File: config.mk
export PLATFORM = sky130hd
export DESIGN_NAME = fsm_c_ters
export DESIGN_NICKNAME = d
export VERILOG_FILES = /design/src/rtl/fsm_c_ters_pkg.sv /design/src/rtl/fsm_c_ters_ripple_addsub.sv /design/src/rtl/fsm_c_ters.sv
export SDC_FILE = /design/constraint.sdc
export NUM_CORES = 1
export LEC_CHECK = 0
export ABC_AREA = 1
export BUFFER_PORTS_ARGS = -buffer_cell sky130_fd_sc_hd__buf_2
export CAP_MARGIN = 25
export CORE_UTILIZATION = 40
export CTS_BUF_LIST = sky130_fd_sc_hd__clkbuf_4
export DETAILED_ROUTE_END_ITERATION = 10
export GPL_ROUTABILITY_DRIVEN = 0
export SETUP_SLACK_MARGIN = 0.2
export SYNTH_ARGS = -nofsm -noshare
export SYNTH_HDL_FRONTEND = slang
export SYNTH_SLANG_ARGS = --single-unit
File: constraint.sdc
create_clock -name clk -period 3.2 [get_ports clk]
set_clock_uncertainty 0.1 [all_clocks]
set_input_delay 0 -clock clk [delete_from_list [all_inputs] [get_ports clk]]
set_output_delay 0 -clock clk [all_outputs]
set_load 0.005 [all_outputs]
File: src/rtl/fsm_c_ters_pkg.sv
// Shared definitions for the sum/difference operand decoder.
//   W_DEF   : default operand width
//   state_t : controller state encoding (3 bits)
package fsm_c_ters_pkg;

  localparam int W_DEF = 5;

  typedef enum logic [2:0] {
    IDLE = 3'd0,
    ADD  = 3'd1,
    ADDR = 3'd2,
    SUB  = 3'd3,
    SUBR = 3'd4,
    CHK  = 3'd5,
    DONE = 3'd6
  } state_t;

endpackage

File: src/rtl/fsm_c_ters_ripple_addsub.sv
// Ripple-carry arithmetic built from single-bit full-adder / full-subtractor cells.
//   tam_toplayici : full adder      (a, b, cin)  -> (s, cout)
//   tam_cikarici  : full subtractor (a, b, bin)  -> (d, bout)
//   ripple_addsub : N-bit chain, SUB=0 adds a+b, SUB=1 computes a-b;
//                   carry/borrow into bit 0 is 0, c_out is the final carry/borrow.
module tam_toplayici (
  input  logic a,
  input  logic b,
  input  logic cin,
  output logic s,
  output logic cout
);
  assign s    = a ^ b ^ cin;
  assign cout = (a & b) | (cin & (a ^ b));
endmodule

module tam_cikarici (
  input  logic a,
  input  logic b,
  input  logic bin,
  output logic d,
  output logic bout
);
  assign d    = a ^ b ^ bin;
  assign bout = (~a & b) | (bin & ~(a ^ b));
endmodule

module ripple_addsub #(
  parameter int N   = 7,
  parameter bit SUB = 1'b0
) (
  input  logic [N-1:0] a,
  input  logic [N-1:0] b,
  output logic [N-1:0] r,
  output logic         c_out
);
  logic [N:0] c;

  assign c[0] = 1'b0;

  genvar i;
  generate
    for (i = 0; i < N; i++) begin : g_bit
      if (SUB) begin : g_sub
        tam_cikarici u_cell (
          .a    (a[i]),
          .b    (b[i]),
          .bin  (c[i]),
          .d    (r[i]),
          .bout (c[i+1])
        );
      end else begin : g_add
        tam_toplayici u_cell (
          .a    (a[i]),
          .b    (b[i]),
          .cin  (c[i]),
          .s    (r[i]),
          .cout (c[i+1])
        );
      end
    end
  endgenerate

  assign c_out = c[N];
endmodule

File: src/rtl/fsm_c_ters.sv
// Recovers operands a,b from s=a+b and d=|a-b|: max=(s+d)/2, min=(s-d)/2.
// One shared ripple adder and one ripple subtractor, sequenced by a small FSM.
//   clk     : rising-edge clock
//   rst     : asynchronous active-low reset
//   start   : request, sampled in IDLE only
//   s_in    : sum (W+1 bits)          d_in    : difference (W bits)
//   busy    : request in progress     done    : one-cycle result strobe
//   err     : inputs not decodable (held until next done)
//   max_out : larger operand          min_out : smaller operand
//
// state | meaning
// IDLE  | wait for start, capture s/d
// ADD   | load adder operands
// ADDR  | capture s+d
// SUB   | load subtractor operands
// SUBR  | capture s-d and borrow
// CHK   | validate, publish outputs, pulse done
// DONE  | drop done and busy
module fsm_c_ters
  import fsm_c_ters_pkg::*;
#(
  parameter int W = W_DEF
) (
  input  logic         clk,
  input  logic         rst,
  input  logic         start,
  input  logic [W:0]   s_in,
  input  logic [W-1:0] d_in,
  output logic         busy,
  output logic         done,
  output logic         err,
  output logic [W-1:0] max_out,
  output logic [W-1:0] min_out
);

  localparam logic [W:0] MAX_OP = {1'b0, {W{1'b1}}};

  state_t state, state_nxt;

  logic [W:0]   sx;
  logic [W-1:0] dx;
  logic [W+1:0] ta, tb, t1;
  logic [W:0]   ca, cb, t2;
  logic         bo;

  logic [W+1:0] add_r;
  logic         add_co;
  logic [W:0]   sub_r;
  logic         sub_bo;
  logic         err_n;
  logic         unused_bits;

  ripple_addsub #(.N(W+2), .SUB(1'b0)) u_add (
    .a     (ta),
    .b     (tb),
    .r     (add_r),
    .c_out (add_co)
  );

  ripple_addsub #(.N(W+1), .SUB(1'b1)) u_sub (
    .a     (ca),
    .b     (cb),
    .r     (sub_r),
    .c_out (sub_bo)
  );

  // Adder is wide enough never to overflow; t2[0] always equals t1[0].
  assign unused_bits = add_co ^ t2[0];

  // Odd sum means s and d differ in parity, so neither halving is exact.
  assign err_n = bo | t1[0] | (t1[W+1:1] > MAX_OP);

  always_ff @(posedge clk or negedge rst) begin
    if (!rst) state <= IDLE;
    else      state <= state_nxt;
  end

  always_comb begin
    state_nxt = state;
    case (state)
      IDLE:    if (start) state_nxt = ADD;
      ADD:     state_nxt = ADDR;
      ADDR:    state_nxt = SUB;
      SUB:     state_nxt = SUBR;
      SUBR:    state_nxt = CHK;
      CHK:     state_nxt = DONE;
      DONE:    state_nxt = IDLE;
      default: state_nxt = IDLE;
    endcase
  end

  always_ff @(posedge clk or negedge rst) begin
    if (!rst) begin
      sx      <= '0;
      dx      <= '0;
      ta      <= '0;
      tb      <= '0;
      t1      <= '0;
      ca      <= '0;
      cb      <= '0;
      t2      <= '0;
      bo      <= 1'b0;
      busy    <= 1'b0;
      done    <= 1'b0;
      err     <= 1'b0;
      max_out <= '0;
      min_out <= '0;
    end else begin
      case (state)
        IDLE: begin
          if (start) begin
            sx   <= s_in;
            dx   <= d_in;
            busy <= 1'b1;
          end
        end
        ADD: begin
          ta <= {1'b0, sx};
          tb <= {2'b00, dx};
        end
        ADDR: t1 <= add_r;
        SUB: begin
          ca <= sx;
          cb <= {1'b0, dx};
        end
        SUBR: begin
          t2 <= sub_r;
          bo <= sub_bo;
        end
        CHK: begin
          err  <= err_n;
          done <= 1'b1;
          if (!err_n) begin
            max_out <= t1[W:1];
            min_out <= t2[W:1];
          end else begin
            max_out <= '0;
            min_out <= '0;
          end
        end
        DONE: begin
          done <= 1'b0;
          busy <= 1'b0;
        end
        default: ;
      endcase
    end
  end

endmodule

==> flow_summary_export.csv <==
group,metric,value,unit
synthesis,synth_adder_area_share,7.31,%
clocking,clock_latency,0.39,ns
synthesis,yosysMostFrequentCell,"nand2_1",
synthesis,synth_edf_count,0,
layout,finalNonFillerCells,405,
grt,grt_pass1_wl,8.69,mm
synthesis,synth-compound-area-share,10.0,%
placed_design,numPortBuffers,26,
synthesis,synth_area,2700,um^2
clocking,cts_made_buffers,9,
synthesis,yosys.area.top_type,"dfrtp_1",
synthesis,synthArstFlopShare,100,%
worst_hold_path,hold_path.class,"input port to asynchronous set/reset pin",
grt,grt_pass1_vias,1833,
detailed_routing,viasPerCell,4.67,
grt,grt_start_max_net_pins,39,
critical_path,rrSetupSlack,0.47,ns
job,drv_cap,0,
critical_path,startpoint,"ta[0]",
critical_path,required,3.37,ns
status,status,"finished with violations",
synthesis,synth_area_leaders,"dfrtp_1 57%, nand2_1 11%, fa_1 5.9%",
synthesis,synth_top_family_by_area,"simple AND/OR/NAND/NOR gates",
synthesis,ys_ff_latch,62,
synthesis,syn-instance-count,275,
die,core_area,6420,um^2
synthesis,ys.flop_type,"dfrtp_1",
detailed_routing,dr_total_vias,1892,
timing,finalHoldViolCount,0,
critical_path,rr_endpoint,"t1[5]",
timing,relSlewSlack,59.3,%
critical_path,crit_path_start_kind,"register",
layout,nNetsFinal,348,
synthesis,muxShareOfSynthArea,0,%
grt,grtUsageMet3,6.00,%
clocking,cts_sinks,62,
timing,maxSlewViolCount,0,
clocking,cts_tree,"built",
critical_path,end_kind,"register",
layout,antenna_cells,0,
critical_path,critical_path.max_fanout,2,
grt,grt_util_met1,20.7,%
timing,rsz0062_at_grt,"false",
detailed_routing,wirelength,4.97,mm
synthesis,yosys-top-cells-count,"76 x nand2_1, 62 x dfrtp_1, 28 x inv_1",
timing,tightest_slew,0.608,ns
timing,setup_viol_count_final,0,
grt,met2_usage,24.7,%
detailed_routing,ant_nets,0,
layout,finalInstanceArea,3250,um^2
synthesis,yosysUniqueCellTypes,20,
die,die-area,7090,um^2
timing,period_share,85.4,%
grt,grt_antenna_before_repair,0,
synthesis,synth.avg_cell_area,9.83,um^2
power_and_ir_drop,peakVddDrop,0.379,mV
synthesis,synth_top_area_share,57.4,%
clocking,ctsRootBufferMaster,"clkbuf_4",
critical_path,rr_startpoint,"ta[0]",
clocking,clk_path_buf_depth,2,
detailed_routing,route.detailed.drc,14,
grt,track_usage,16.1,%
status,violations,"DRC",
synthesis,synthSimpleGateAreaFrac,18.0,%
grt,grt-ovfl-total,0,
placed_design,place_hpwl,3.34,mm
layout,fillers,617,
die,rows,29,
layout,drive_gt1_share,17.7,%
timing,fmax,366,MHz
synthesis,yosysWarnings,0,
critical_path,worst_r2r_path_depth,8,
clocking,htree_levels,3,
grt,grt_busiest_layer,"met2",
layout,area_growth,20.3,%
critical_path,crit_type,"register to register",
die,num_io_pins,27,
critical_path,arrival,2.90,ns
timing,min_period,2.73,ns
synthesis,synth_xor_area_share,0,%
synthesis,seq_area_frac_synth,57.4,%
timing,setup-tns-final,0,ns
synthesis,syn-num-nets,300,
placed_design,dp_cells,365,
clocking,clk_pin_slew_worst_paths,0.10,ns
die,die_h,84.2,um
detailed_routing,avgRoutedWirePerCell,12.3,um
power_and_ir_drop,p_per_area,926,nW/um^2
power_and_ir_drop,leakagePower,1.60,nW
placed_design,placed_area,2860,um^2
detailed_routing,drt-initial-drc-count,93,
die,die_x,84.2,um
die,start_util,42.1,%
detailed_routing,drt_first_pass_iters,8,
final cells by class:
type                       count  area [um^2]  area share, %
clock inverter                 5         73.8           2.27
timing repair buffer          51          378           11.6
sequential                    62         1550           47.7
multi-input combinational    168          953           29.3
inverter                      31          116           3.58
clock buffer                  11         82.6           2.54
tap                           77         96.3           2.96
worst max path at each step:
stage / endpoint / slack (ns) / depth (start not counted)
6_report: t1[5] / 0.47 / 8
5_1_grt: t1[5] / 0.38 / 8
4_1_cts: t1[5] / 0.47 / 8
3_5_place_dp: t1[5] / 0.49 / 8
3_3_place_gp: t1[5] / 0.51 / 8
2_1_floorplan: t1[5] / 0.56 / 8
report_power, final:
group,total [mW],leakage [nW],internal [mW],switching (mW)
registers,1.34,0.792,1.11,0.225
logic,1.08,0.718,0.424,0.657
clock network,0.595,0.0883,0.330,0.265
layout by cell type, fill, tap and decap left out:
master         instances
o21ai_1               22
a21oi_1                1
clkbuf_4              11
nor2_4                 1
inv_1                 28
o21ai_0               17
clkinv_1               1
fa_1                   8
clkinv_2               2
nand3_1               13
nor2_1                 4
bufinv_16              2
nand4_1               11
buf_2                 26
o21ai_2                8
dlygate4sd3_1         24
buf_4                  1
ha_1                   3
nand3_2                4
dfrtp_1               62
nand2_1               76
inv_2                  3
what timing repair did:
item,4_1_cts,5_1_grt
setup buffers,0,0
hold endpoints to repair,36,0
hold buffers,24,0
gates resized for setup,0,0
kinds of logic after synthesis:
| logic type | Yosys count |
|---|---|
| and+or+nand+nor | 109 |
| DFF | 62 |
| AOI/OAI and AO/OA | 48 |
| buffers and inverters | 45 |
| adders and majority gates | 11 |
per-layer routing:
layer | vias up | wire (um)
li1 | 981 | -
met1 | 864 | 2400
met2 | 41 | 2260
met3 | 6 | 243
met4 | 0 | 62
met5 | - | 0
registers in the layout (all words and copies together), names as in the netlist:
register	cells
sx	6
dx	5
cb	5
state	3
t1	7
err	1
tb	5
min_out	5
ca	6
done	1
busy	1
max_out	5
ta	6
t2	5
bo	1
worst max-delay path, stage by stage (launching register included):
cell and delay (ns):
dfrtp_1 0.40, ha_1 0.21, fa_1 0.38, fa_1 0.39, fa_1 0.39, fa_1 0.37, ha_1 0.28, inv_1 0.05
o21ai_1 0.06
per-stage QoR:
stage	setup slack [ns]	util [%]	hold WS [ns]	power [mW]
after floorplan	0.563	-	-0.396	2.13
after global placement	0.514	44.5	-0.0867	2.38
final	0.469	50.6	0.0216	3.01
after CTS	0.466	50.6	0.00340	3.06
after detailed placement	0.487	44.5	-0.0814	2.41
after global routing	0.378	50.6	0.0331	3.32
No activity file was read; power rests on OpenSTA's default activity.
